**src/rtl/fp_pkg.sv**
```systemverilog
// Shared definitions for the sequential single-precision adder family:
// FSM state encoding and IEEE-754 field widths/constants.
package fp_pkg;

  localparam int          EXP_W   = 8;
  localparam int          MANT_W  = 23;
  localparam logic [7:0]  EXP_MAX = 8'hFF;
  localparam logic [31:0] QNAN    = 32'h7FC0_0000;

  typedef enum logic [2:0] {
    IDLE,
    ALIGN,
    ADDSUB,
    NORM,
    PACK,
    DONE
  } state_e;

endpackage

```
**src/rtl/fp_unpack.sv**
```systemverilog
// Splits an IEEE-754 single into its fields and flags zero (denormals
// flushed) and special (Inf/NaN) encodings.
module fp_unpack
  import fp_pkg::*;
(
  input  logic [31:0]       word,
  output logic              sign,
  output logic [EXP_W-1:0]  exp,
  output logic [MANT_W-1:0] mant,
  output logic              is_zero,
  output logic              is_special
);

  assign sign       = word[31];
  assign exp        = word[30:23];
  assign mant       = word[22:0];
  assign is_zero    = (word[30:23] == '0);
  assign is_special = (word[30:23] == EXP_MAX);

endmodule

```
**src/rtl/fp_sub_seq.sv**
```systemverilog
// Multi-cycle IEEE-754 single subtractor: result = dataa + (-datab), with
// flush-to-zero, truncation and one-bit-per-cycle left normalisation.
module fp_sub_seq
  import fp_pkg::*;
(
  input  logic        clk,
  input  logic        reset_n,
  input  logic [31:0] dataa,
  input  logic [31:0] datab,
  input  logic        enable,
  output logic [31:0] result,
  output logic        done
);

  state_e             state_q, state_d;
  logic [31:0]        a_q, a_d, b_q, b_d;
  logic [23:0]        big_q, big_d, sml_q, sml_d;
  logic signed [9:0]  exp_q, exp_d;
  logic               sign_q, sign_d, sub_q, sub_d;
  logic [24:0]        sum_q, sum_d;
  logic [31:0]        result_q, result_d;
  logic               done_q, done_d;

  logic [31:0] ua_word, ub_word;
  logic        sa, sb, za, zb, xa, xb;
  logic [7:0]  ea, eb;
  logic [22:0] ma, mb;
  logic        a_big;
  logic [7:0]  diff;
  logic [23:0] m_small;

  // In IDLE the unpackers look at the live inputs (special-case detection);
  // afterwards they look at the captured operands, b already negated.
  assign ua_word = (state_q == IDLE) ? dataa : a_q;
  assign ub_word = (state_q == IDLE) ? {~datab[31], datab[30:0]} : b_q;

  fp_unpack u_unpack_a (
    .word(ua_word), .sign(sa), .exp(ea), .mant(ma), .is_zero(za), .is_special(xa)
  );
  fp_unpack u_unpack_b (
    .word(ub_word), .sign(sb), .exp(eb), .mant(mb), .is_zero(zb), .is_special(xb)
  );

  always_comb begin
    // NOTE: every _d starts from its _q so no path through the case leaves a
    // signal unassigned, which would otherwise infer a latch.
    state_d  = state_q;
    a_d      = a_q;
    b_d      = b_q;
    big_d    = big_q;
    sml_d    = sml_q;
    exp_d    = exp_q;
    sign_d   = sign_q;
    sub_d    = sub_q;
    sum_d    = sum_q;
    result_d = result_q;
    done_d   = 1'b0;

    a_big   = ({ea, ma} >= {eb, mb});
    diff    = a_big ? (ea - eb) : (eb - ea);
    m_small = a_big ? {1'b1, mb} : {1'b1, ma};

    case (state_q)
      IDLE: if (enable) begin
        if (za || zb || xa || xb) begin
          state_d = DONE;
          done_d  = 1'b1;
          if (za && zb)      result_d = '0;
          else if (zb)       result_d = dataa;
          else if (za)       result_d = ub_word;
          else               result_d = QNAN;
        end else begin
          a_d     = ua_word;
          b_d     = ub_word;
          state_d = ALIGN;
        end
      end
      ALIGN: begin
        big_d   = a_big ? {1'b1, ma} : {1'b1, mb};
        sml_d   = (diff >= 8'd24) ? 24'd0 : (m_small >> diff);
        exp_d   = $signed({2'b00, (a_big ? ea : eb)});
        sign_d  = a_big ? sa : sb;
        sub_d   = sa ^ sb;
        state_d = ADDSUB;
      end
      ADDSUB: begin
        sum_d   = sub_q ? ({1'b0, big_q} - {1'b0, sml_q})
                        : ({1'b0, big_q} + {1'b0, sml_q});
        state_d = NORM;
      end
      NORM: begin
        if (sum_q == '0) begin
          state_d = PACK;
        end else if (sum_q[24]) begin
          sum_d   = sum_q >> 1;
          exp_d   = exp_q + 10'sd1;
          state_d = PACK;
        end else if (sum_q[23]) begin
          state_d = PACK;
        end else begin
          sum_d = sum_q << 1;
          exp_d = exp_q - 10'sd1;
        end
      end
      PACK: begin
        if (sum_q == '0 || exp_q <= 10'sd0) result_d = '0;
        else if (exp_q >= 10'sd255)         result_d = {sign_q, EXP_MAX, 23'd0};
        else                                result_d = {sign_q, exp_q[7:0], sum_q[22:0]};
        done_d  = 1'b1;
        state_d = DONE;
      end
      DONE:    state_d = IDLE;
      default: state_d = IDLE;
    endcase
  end

  // NOTE: every register, datapath included, is cleared by reset so an
  // aborted operation leaves no residue that a later one could observe.
  always_ff @(posedge clk or negedge reset_n) begin
    if (!reset_n) begin
      state_q  <= IDLE;
      a_q      <= '0;
      b_q      <= '0;
      big_q    <= '0;
      sml_q    <= '0;
      exp_q    <= '0;
      sign_q   <= 1'b0;
      sub_q    <= 1'b0;
      sum_q    <= '0;
      result_q <= '0;
      done_q   <= 1'b0;
    end else begin
      // NOTE: non-blocking assignments so every flop samples pre-edge values.
      state_q  <= state_d;
      a_q      <= a_d;
      b_q      <= b_d;
      big_q    <= big_d;
      sml_q    <= sml_d;
      exp_q    <= exp_d;
      sign_q   <= sign_d;
      sub_q    <= sub_d;
      sum_q    <= sum_d;
      result_q <= result_d;
      done_q   <= done_d;
    end
  end

  assign result = result_q;
  assign done   = done_q;

endmodule

```
**config.mk**
```make
export PLATFORM = sky130hd
export DESIGN_NAME = fp_sub_seq
export DESIGN_NICKNAME = d
export VERILOG_FILES = /design/src/rtl/fp_pkg.sv /design/src/rtl/fp_unpack.sv /design/src/rtl/fp_sub_seq.sv
export SDC_FILE = /design/constraint.sdc
export NUM_CORES = 1
export LEC_CHECK = 0
export CAP_MARGIN = 20
export CORE_ASPECT_RATIO = 0.75
export CORE_UTILIZATION = 55
export DETAILED_ROUTE_END_ITERATION = 10
export PLACE_DENSITY_LB_ADDON = 0.1
export RECOVER_POWER = 50
export REMOVE_ABC_BUFFERS = 1
export SKIP_CTS_REPAIR_TIMING = 1
export SLEW_MARGIN = 15
export SYNTH_ARGS = -nofsm -noshare
export SYNTH_HDL_FRONTEND = slang
export SYNTH_HIERARCHICAL = 1
export SYNTH_SLANG_ARGS = --single-unit
```
**constraint.sdc**
```tcl
create_clock -name clk -period 4.57 [get_ports clk]
set_clock_uncertainty 0.05 [all_clocks]
set_input_delay 0.914 -clock clk [delete_from_list [all_inputs] [get_ports clk]]
set_output_delay 0.914 -clock clk [all_outputs]
set_load 0.01 [all_outputs]
```
==> results.md, run 1 <==
Setup path
• sky130_fd_sc_hd__or4_4 — crit path max-delay cell type
• reg2reg — Worst Path Class, Setup
• 6 — highest fanout seen on the critical path
• 4920 ps — CP Data Arrival Time
• 5 — WP buf/inv
• flop — Critical Path Start Type
• 4830 ps — critical path data required time
• nor3_4 -> buf_12 -> buf_12 -> buf_8 -> mux2_4 -> ha_4 -> nand4_1 -> or4_4 -> o2111ai_4 -> o21a_2 -> nor3_4 -> buf_6 -> buf_4 -> mux4_2 -> a22oi_2 -> mux2i_1 -> a221oi_2 -> o221ai_1 — cells along the critical path
• simple AND/OR/NAND/NOR gates — kind of cell with the highest combined delay on the critical path
• 600 ps — highest cell delay on the worst timing path
• flop — type of element capturing the critical path

STA
• 2380 ps — measured slew at the worst slew-check pin
• 0.215 GHz — fmax
• 11 — Final Setup Violations
• 145 — count of final max-slew check failures
• -550 ps — setup TNS
• -58.9% — Max transition margin
• -89.4 ps — minimum setup slack in the final design
• 0 — final number of hold-violating endpoints
• 102% — final worst path period share
• true — RSZ-0062 raised after global routing
• 4660 ps — crit path time final

Synthesis
• 31.8% — portion of the post-synthesis area used by sequential elements
• 14,500 um^2 — synthesized cell area
• 6 — Yosys Warn Count
• 100% — fraction of registers with async set/reset
• 185 x sky130_fd_sc_hd__dfrtp_1, 164 x sky130_fd_sc_hd__nand2_1, 161 x sky130_fd_sc_hd__nor2_1, 120 x sky130_fd_sc_hd__mux2_2, 100 x sky130_fd_sc_hd__a21oi_1 — cell types with the highest counts after synthesis
• sky130_fd_sc_hd__dfrtp_1 32%, sky130_fd_sc_hd__mux2_2 9.3%, sky130_fd_sc_hd__ha_1 6.2% — cells taking the most area after synthesis
• sky130_fd_sc_hd__dfrtp_1 — leading register cell type out of synthesis
• sky130_fd_sc_hd__dfrtp_1 — cell taking the most area after synthesis
• 31.8% — share of Yosys cell area claimed by the top area cell type
• sky130_fd_sc_hd__dfrtp_1 — most repeated cell in the gate-level netlist after synthesis
• 8.80 um^2 — Syn Area/Cell
• 185 — FF+latch count, synth
• 0 — number of synthesized flops with an enable pin
• 80 — library cells used by synthesis
• 1,654 — Synth Instances

GRT
• 0 — leftover overflow at the end of global routing
• 88 — maximum number of pins on one net before global-route repair
• 74.2 mm — first-pass GRT wire length
• 36.3% — aggregate global-route resource usage
• 12,800 — via count of the first global-routing pass
• 0 — antenna violations before repair

Floorplan
• 27,100 um^2 — area of the die
• 26,000 um^2 — core area
• 190 um — overall die width
• 56.0% — initial core utilization
• 51 — cell row count
• 100 — io pins
• 143 um — die height

Placement
• -538 ps — worst slack, placed
• 99 — # port buffers
• 17,100 um^2 — Cell Area, Placed
• 37.7 mm — sum of net half-perimeters after detailed placement
• 0.968 — Final GP Congestion

Route
• 6.22 — ratio of routed vias to standard cells
• 0 — Post-route DRC
• 5 — total iterations of the first detailed-routing run
• 14,000 — via count
• 0 — antenna viol nets, final
• 1,394 — count of routing violations after the opening detailed-route iteration
• 23.0 um — Routed wire per std cell
• 51.7 mm — wire length after detailed routing

CTS
• 460 ps — insertion delay to the later sink of the worst-skew pair
• done — TritonCTS clock tree
• sky130_fd_sc_hd__clkbuf_16 — root buffer cell
• 2 — Clock Tree Buf Depth
• 4 — Clock H-tree levels
• 80 ps — clock-pin slew of the registers on the worst-case setup and hold paths
• 185 — number of sinks handled by clock tree synthesis
• 17 — clock buffers created by TritonCTS

Cells and area
• 28.1% — area added between synthesis and finish
• 0 — # diodes
• 29.4% — share of post-route cells with drive strength above 1
• 71.7% — Util after Layout
• 2,034 — final layout net count
• 18,600 um^2 — total non-filler cell area in the finished layout

Status
• finished, violations left — result of the run
• capacitance limit, slew limit, setup timing — violated checks

Job
• 3 — maximum capacitance violations

Hold path
• reg2reg — Min-Delay Path Class

## worst paths after layout
path	cells after the start	to	startpoint	slack, ps
min	2	result[17]$_DFFE_PN0P_	result[17]$_DFFE_PN0P_	430
max	18	sml_q[6]$_DFFE_PN0P_	state_q[2]$_DFFE_PN0P_	-90
max reg2reg	18	sml_q[6]$_DFFE_PN0P_	state_q[2]$_DFFE_PN0P_	-90
min reg2reg	2	result[17]$_DFFE_PN0P_	result[17]$_DFFE_PN0P_	430
min in group asynchronous	1	result[31]$_DFFE_PN0P_	reset_n	1100
max in group asynchronous	2	result[29]$_DFFE_PN0P_	reset_n	970
## state kept, by name, summed over array words and instances, names as in the netlist, 3 cells and up
| signal | flops |
|---|---|
| sum_q | 25 |
| sml_q | 24 |
| result | 32 |
| b_q | 32 |
| big_q | 24 |
| state_q | 3 |
| exp_q | 10 |
| a_q | 32 |
## placed cells by master (no fill, tap or decap), drive strengths merged, types with 7 or more instances in the layout
master	count
a21oi	100
xor2	12
a22oi	34
nor4	16
nand2	164
and3	9
nor2	162
o22a	8
nand2b	8
o21a	9
nor2b	10
o211ai	9
a21o	16
o22ai	8
inv	88
o221ai	17
clkbuf	29
a31oi	41
nor3	35
o21ai	99
nand3	26
xnor2	46
ha	72
a211oi	9
mux4	19
clkdlybuf4s50	98
clkinv	8
or3	8
mux2i	36
a221oi	23
a22o	8
mux2	120
or4	7
dfrtp	185
nand4	15
buf	272
## metrics by stage
stage	hold WS [ps]	std cells
CTS	434	2214
detailed placement	413	2182
global route	442	2248
finish	430	2248
floorplan	391	1491
global placement	405	2182
## cell families (layout without fill, tap and decap cells)
group / Yosys count / in the layout / synth area share (%)
AOI/OAI and AO/OA: 428 / 428 / 19.4
xor gates and xnor gates: 58 / 58 / 3.49
adders and majority gates: 76 / 76 / 6.74
buffers and inverters: 245 / 495 / 8.27
DFF: 185 / 185 / 31.8
muxes: 175 / 175 / 14.9
and+or+nand+nor: 487 / 487 / 15.3
## tightest hold or removal path, cell delays in order (launching register included)
cell	delay [ps]
sky130_fd_sc_hd__dfrtp_1	350
sky130_fd_sc_hd__nand2_1	40
sky130_fd_sc_hd__o21ai_0	60
## layer usage
layer / vias up / wire length, um / global-route usage (%) / share of wire, %
met1: 6782 / 23300 / 54.0 / 45
li1: 6416 / - / - / -
met2: 719 / 21400 / 51.4 / 41
met5: - / 0 / 0 / 0
met3: 73 / 6080 / 11.0 / 12
met4: 0 / 928 / 6.92 / 1.8
## layout make-up
| type | count | area [um^2] |
|---|---|---|
| fillers | 2044 | 7340 |
| repair buffers | 381 | 3380 |
| flip-flops and latches | 185 | 4630 |
| well taps | 344 | 430 |
| inverters | 82 | 308 |
| multi-input cells | 1224 | 9280 |
| clock inverters | 14 | 170 |
| clock buffers | 18 | 439 |
Power of run 1 is left out: the tool's default activity adds up to more than one toggle a clock period on the data nets, which glitch-free logic cannot reach.
==> inputs of run 2 (changes only) <==
- CORE_UTILIZATION: 55 -> 59
- DONT_BUFFER_PORTS: not set -> 1
==> run 2 against run 1 <==
  * The run ends with setup timing left
  * Non-clock buffer count decreased by 181
  * Worst setup slack improved by 42 ps
  * Highest routed layer is now met5
  * Clock-buffer cell count is 1 higher
  * Wire length shrank 5.4%
  * Final area down 9.4%
  * Largest cell class unchanged
  * Hold slack got worse by 330 ps
==> results.md, run 2 (same netlist as run 1, synthesis figures left out) <==
Setup path
• flop — Critical Path Start Type
• flop — type of element capturing the critical path
• reg2reg — Worst Path Class, Setup
• 4840 ps — critical path data required time, about the same
• 8 — highest fanout seen on the critical path, +2
• 4890 ps — CP Data Arrival Time, -30 ps

STA
• -47.1 ps — minimum setup slack in the final design, +42.3 ps
• 0 — count of final max-slew check failures, -100%
• 5 — Final Setup Violations, -6
• 101% — final worst path period share, -0.93 points
• 4620 ps — crit path time final, -42.3 ps
• true — RSZ-0062 raised after global routing
• 102 ps — worst hold margin, -328 ps
• 40.9% — Max transition margin, +100 points
• 0.217 GHz — fmax, +0.92%
• 0 — final number of hold-violating endpoints, unchanged
• 877 ps — measured slew at the worst slew-check pin, -1510 ps

GRT
• 186 — maximum number of pins on one net before global-route repair, +110%
• 12,100 — via count of the first global-routing pass, -4.9%
• 37.4% — aggregate global-route resource usage, +1.1 points
• 0 — leftover overflow at the end of global routing, unchanged
• 1 — antenna violations before repair, +1
• 71.4 mm — first-pass GRT wire length, -3.7%

Floorplan
• 60.4% — initial core utilization, +4.4 points
• 24,100 um^2 — core area, -7.2%
• 138 um — die height, -3.4%
• 100 — io pins, unchanged
• 183 um — overall die width, -3.4%
• 25,300 um^2 — area of the die, -6.7%
• 49 — cell row count, -3.9%

Cells and area
• sky130_fd_sc_hd__dfrtp_1 — most common cell after layout, fill and taps aside
• 185 x sky130_fd_sc_hd__dfrtp_1, 179 x sky130_fd_sc_hd__buf_4, 163 x sky130_fd_sc_hd__nand2_1, 155 x sky130_fd_sc_hd__nor2_1, 116 x sky130_fd_sc_hd__mux2_2 — most frequent cells in the layout
• 27.6% — share of post-route cells with drive strength above 1, -1.7 points
• 16.0% — area added between synthesis and finish
• 1,854 — final layout net count, -8.8%
• 2,055 — final non-filler cell total, -8.6%
• 0 — # diodes, unchanged
• 70.0% — Util after Layout, -1.7 points

Route
• 6.50 — ratio of routed vias to standard cells, +4.4%
• 7 — total iterations of the first detailed-routing run, +2
• 0 — antenna viol nets, final, unchanged
• 13,400 — via count, -4.6%
• 0 — Post-route DRC, unchanged
• 23.8 um — Routed wire per std cell, +3.5%
• 48.9 mm — wire length after detailed routing, -5.4%
• 1,485 — count of routing violations after the opening detailed-route iteration, +6.5%

Hold path
• in2async — Min-Delay Path Class

CTS
• 185 — number of sinks handled by clock tree synthesis, unchanged
• 17 — clock buffers created by TritonCTS, unchanged
• done — TritonCTS clock tree
• 80 ps — clock-pin slew of the registers on the worst-case setup and hold paths, about the same
• 2 — Clock Tree Buf Depth, unchanged
• 4 — Clock H-tree levels, unchanged
• 450 ps — insertion delay to the later sink of the worst-skew pair, about the same
• sky130_fd_sc_hd__clkbuf_16 — root buffer cell

Status
• setup timing — violated checks
• finished, violations left — result of the run

Placement
• 35.4 mm — sum of net half-perimeters after detailed placement, -6.2%
• 0 — # port buffers, -100%
• 1.02 — Final GP Congestion, +5.4%
• -148 ps — worst slack, placed, +389 ps
• 1,998 — number of placed instances, taps included, -8.4%

Job
• 0 — maximum capacitance violations, -3

[run 2: cell types whose count changed in the layout (fill, tap and decap cells not counted), sizes merged, moves of 2 or more]
cell and delta:
clkbuf -6, clkinvlp +2, buf -76, clkdlybuf4s50 -98, clkinv -4
[run 2: stage by stage]
| step | setup TNS (ps) | cell area (um^2) |
|---|---|---|
| 2_1_floorplan | -756750 | 13700 |
| 3_5_place_dp | -1120 | 15500 |
| 3_3_place_gp | -172 | 15500 |
| 4_1_cts | -1580 | 16000 |
| 5_1_grt | -1980 | 16900 |
| 6_report | -128 | 16900 |
[run 2: metal layers]
metal  up-vias  global-route usage (%)  routed length, um
met1      6514                    54.6              21500
li1       6058                       -                  -
met4         2                    7.55                770
met3        62                    12.8               6220
met5         -                       0                 11
met2       714                    53.3              20300
[run 2: critical path: stages (launching register included)]
cell and delay, ps:
sky130_fd_sc_hd__dfrtp_1 410, sky130_fd_sc_hd__nor3_4 350, sky130_fd_sc_hd__clkbuf_16 260, sky130_fd_sc_hd__buf_6 120, sky130_fd_sc_hd__mux2_2 340, sky130_fd_sc_hd__ha_1 280
sky130_fd_sc_hd__nand4_1 150, sky130_fd_sc_hd__or4_1 560, sky130_fd_sc_hd__o2111ai_2 120, sky130_fd_sc_hd__o21a_2 260, sky130_fd_sc_hd__nor3_4 60, sky130_fd_sc_hd__buf_12 150
sky130_fd_sc_hd__buf_4 140, sky130_fd_sc_hd__mux4_2 360, sky130_fd_sc_hd__a221oi_2 350, sky130_fd_sc_hd__a21oi_2 100, sky130_fd_sc_hd__a221oi_2 280, sky130_fd_sc_hd__o221ai_1 130
[run 2: final timing paths]
path,startpoint,endpoint,slack (ps),depth (start not counted)
worst max-delay path,state_q[2]$_DFFE_PN0P_,sml_q[7]$_DFFE_PN0P_,-50,17
worst min-delay path,reset_n,exp_q[8]$_DFFE_PN0P_,100,0
worst max register to register,state_q[2]$_DFFE_PN0P_,sml_q[7]$_DFFE_PN0P_,-50,17
worst min register to register,big_q[23]$_DFFE_PN0P_,big_q[23]$_DFFE_PN0P_,440,1
max in group asynchronous,reset_n,sum_q[19]$_DFFE_PN0P_,4040,0
min in group clk,big_q[23]$_DFFE_PN0P_,big_q[23]$_DFFE_PN0P_,440,1
[run 2: layout make-up]
| cell class | count | area [um^2] |
|---|---|---|
| clock buffer | 19 | 443 |
| inverter | 82 | 308 |
| sequential | 185 | 4630 |
| clock inverter | 13 | 138 |
| timing repair buffer | 200 | 1700 |
| tap | 331 | 414 |
| multi-input combinational | 1225 | 9240 |
| fill | 1882 | 7220 |
Power of run 2 is left out for the same reason.
==> inputs of run 3 (changes only) <==
- SKIP_CTS_REPAIR_TIMING: 1 -> not set
==> run 3 against run 2 <==
  * The flow now finishes without violations
  * Clock-buffer cell count stayed put
  * Register-to-register slack better by 70 ps
  * Global-route usage is 0.83 points higher
  * Via count is 1.1% lower
  * Flip-flop and latch count stayed put
  * Die area stayed put
  * Critical path depth is 1 higher
  * Worst setup slack better by 73 ps
  * Final cell count is 0.49% lower
  * Critical path type unchanged
==> results.md, run 3 (same netlist as run 1, synthesis figures left out) <==
Cells and area
• 2,045 — final non-filler cell total, -0.49%
• 1,909 — number of fill cells, +1.4%
• 4630 um^2 — FF+latch area, unchanged
• 16,700 um^2 — total non-filler cell area in the finished layout, -1.1%
• 9140 um^2 — area taken by multi-input logic gates, -1.2%
• 0 — # diodes, unchanged
• sky130_fd_sc_hd__dfrtp_1 — most common cell after layout, fill and taps aside
• 14.7% — area added between synthesis and finish
• 1,844 — final layout net count, -0.54%
• 26.2% — share of post-route cells with drive strength above 1, -1.4 points
• 185 x sky130_fd_sc_hd__dfrtp_1, 175 x sky130_fd_sc_hd__buf_4, 164 x sky130_fd_sc_hd__nand2_1, 156 x sky130_fd_sc_hd__nor2_1, 117 x sky130_fd_sc_hd__mux2_2 — most frequent cells in the layout

Route
• 5 — total iterations of the first detailed-routing run, -2
• 6.46 — ratio of routed vias to standard cells, -0.58%
• 13,200 — via count, -1.1%
• 1,417 — count of routing violations after the opening detailed-route iteration, -4.6%
• 0 — antenna viol nets, final, unchanged
• 23.4 um — Routed wire per std cell, -1.6%
• 0 — Post-route DRC, unchanged
• 47.8 mm — wire length after detailed routing, -2.1%

Floorplan
• 183 um — overall die width, unchanged
• 24,100 um^2 — core area, unchanged
• 49 — cell row count, unchanged
• 100 — io pins, unchanged
• 138 um — die height, unchanged
• 25,300 um^2 — area of the die, unchanged
• 60.4% — initial core utilization, unchanged

Setup path
• 4810 ps — CP Data Arrival Time, -80 ps
• reg2reg — Worst Path Class, Setup
• 30 ps — reg-to-reg setup timing slack, +70 ps
• 18 — path depth of the worst reg2reg path, +1
• flop — Critical Path Start Type
• 18 — critical path depth, +1
• state_q[0]$_DFFE_PN0P_ — source of the worst register-to-register timing path
• sml_q[7]$_DFFE_PN0P_ — Reg2Reg Capture Point
• compound AO/OA/AOI/OAI gates — kind of cell with the highest combined delay on the critical path
• state_q[0]$_DFFE_PN0P_ — startpoint of the most critical setup path
• 4840 ps — critical path data required time, about the same
• 8 — highest fanout seen on the critical path, unchanged
• flop — type of element capturing the critical path
• sky130_fd_sc_hd__or4_4 — crit path max-delay cell type
• sml_q[7]$_DFFE_PN0P_ — end of the critical path
• 580 ps — highest cell delay on the worst timing path, +20 ps
• nor3_4 -> buf_12 -> buf_16 -> buf_6 -> mux2_2 -> ha_4 -> nand4_1 -> or4_4 -> o2111ai_4 -> o21a_2 -> nor3_4 -> buf_12 -> buf_6 -> mux4_2 -> a221oi_4 -> a21oi_2 -> a221oi_2 -> o221ai_1 — cells along the critical path
• 5 — WP buf/inv, +1

CTS
• sky130_fd_sc_hd__clkbuf_16 — root buffer cell
• done — TritonCTS clock tree
• 80 ps — clock-pin slew of the registers on the worst-case setup and hold paths, about the same
• 2 — Clock Tree Buf Depth, unchanged
• 0 — hold-fix buffer count after cts
• 4 — Clock H-tree levels, unchanged
• 185 — number of sinks handled by clock tree synthesis, unchanged
• 17 — clock buffers created by TritonCTS, unchanged
• 450 ps — insertion delay to the later sink of the worst-skew pair, about the same

Placement
• -148 ps — worst slack, placed, unchanged
• 35.4 mm — sum of net half-perimeters after detailed placement, unchanged
• 1.02 — Final GP Congestion, unchanged
• 1,998 — number of placed instances, taps included, unchanged
• 0 — # port buffers, unchanged
• 15,500 um^2 — Cell Area, Placed, unchanged

GRT
• 12,200 — via count of the first global-routing pass, +0.69%
• 72.8 mm — first-pass GRT wire length, +1.9%
• 0 — leftover overflow at the end of global routing, unchanged
• 38.2% — aggregate global-route resource usage, +0.83 points
• 0 — antenna violations before repair, -1
• 186 — maximum number of pins on one net before global-route repair, unchanged

STA
• 894 ps — measured slew at the worst slew-check pin, +16.7 ps
• true — RSZ-0062 raised after global routing
• 99.4% — final worst path period share, -1.6 points
• 0.220 GHz — fmax, +1.6%
• 104 ps — worst hold margin, +1.81 ps
• 39.8% — Max transition margin, -1.1 points
• 0 — final number of hold-violating endpoints, unchanged
• 0 — count of final max-slew check failures, unchanged
• 26.1 ps — minimum setup slack in the final design, +73.2 ps
• 4540 ps — crit path time final, -73.2 ps
• 0 — Final Setup Violations, -5

Status
• finished, final reports clean — result of the run

Hold path
• in2async — Min-Delay Path Class

Job
• 0 — maximum capacitance violations, unchanged

==> run 3: cell count changes in the layout (fill, tap and decap cells not counted), sizes merged <==
cell	before	now
buf	196	190
clkbuf	23	20
mux2i	37	36
==> run 3: layout make-up <==
class / instances / share of cell area, %
tap: 331 / 2.48
sequential: 185 / 27.8
clock inverter: 13 / 0.825
multi-input combinational: 1224 / 54.8
clock buffer: 19 / 2.66
inverter: 82 / 1.85
timing repair buffer: 191 / 9.67
==> run 3: timing repair <==
action | CTS | global route
pin swaps | 5 | 20
gates cloned | 2 | 1
resized for setup | 11 | 68
setup endpoints to repair | 19 | 26
setup buffers | 7 | 5
==> run 3: worst min-delay path by stage <==
stage,start,to,slack (ps),cells after the start
6_report,reset_n,exp_q[8]$_DFFE_PN0P_,100,0
3_3_place_gp,big_q[23]$_DFFE_PN0P_,big_q[23]$_DFFE_PN0P_,410,1
2_1_floorplan,big_q[23]$_DFFE_PN0P_,big_q[23]$_DFFE_PN0P_,390,1
4_1_cts,reset_n,exp_q[8]$_DFFE_PN0P_,100,0
3_5_place_dp,big_q[23]$_DFFE_PN0P_,big_q[23]$_DFFE_PN0P_,410,1
5_1_grt,reset_n,exp_q[8]$_DFFE_PN0P_,90,0
==> run 3: worst reg2reg max path, cell delays in order (launching register included) <==
cell and delay (ps):
sky130_fd_sc_hd__dfrtp_1 410, sky130_fd_sc_hd__nor3_4 230, sky130_fd_sc_hd__buf_12 180, sky130_fd_sc_hd__buf_16 160, sky130_fd_sc_hd__buf_6 120, sky130_fd_sc_hd__mux2_2 370, sky130_fd_sc_hd__ha_4 280, sky130_fd_sc_hd__nand4_1 180
sky130_fd_sc_hd__or4_4 580, sky130_fd_sc_hd__o2111ai_4 110, sky130_fd_sc_hd__o21a_2 200, sky130_fd_sc_hd__nor3_4 50, sky130_fd_sc_hd__buf_12 150, sky130_fd_sc_hd__buf_6 120, sky130_fd_sc_hd__mux4_2 370, sky130_fd_sc_hd__a221oi_4 320
sky130_fd_sc_hd__a21oi_2 90, sky130_fd_sc_hd__a221oi_2 300, sky130_fd_sc_hd__o221ai_1 150
==> run 3: routing by layer <==
metal	up-vias	wire, um	global-route usage, %
met5	-	0	0
li1	6036	-	-
met3	64	5660	12.1
met4	0	969	8.75
met2	706	19700	54.1
met1	6402	21500	56.3
==> run 3: per-stage QoR <==
step	setup TNS (ps)	utilization, %
finish	0	69.2
global route	-1430	69.2
CTS	0	67.3
detailed placement	-1120	64.2
global placement	-172	64.2
floorplan	-756750	-
Power of run 3 is left out for the same reason.
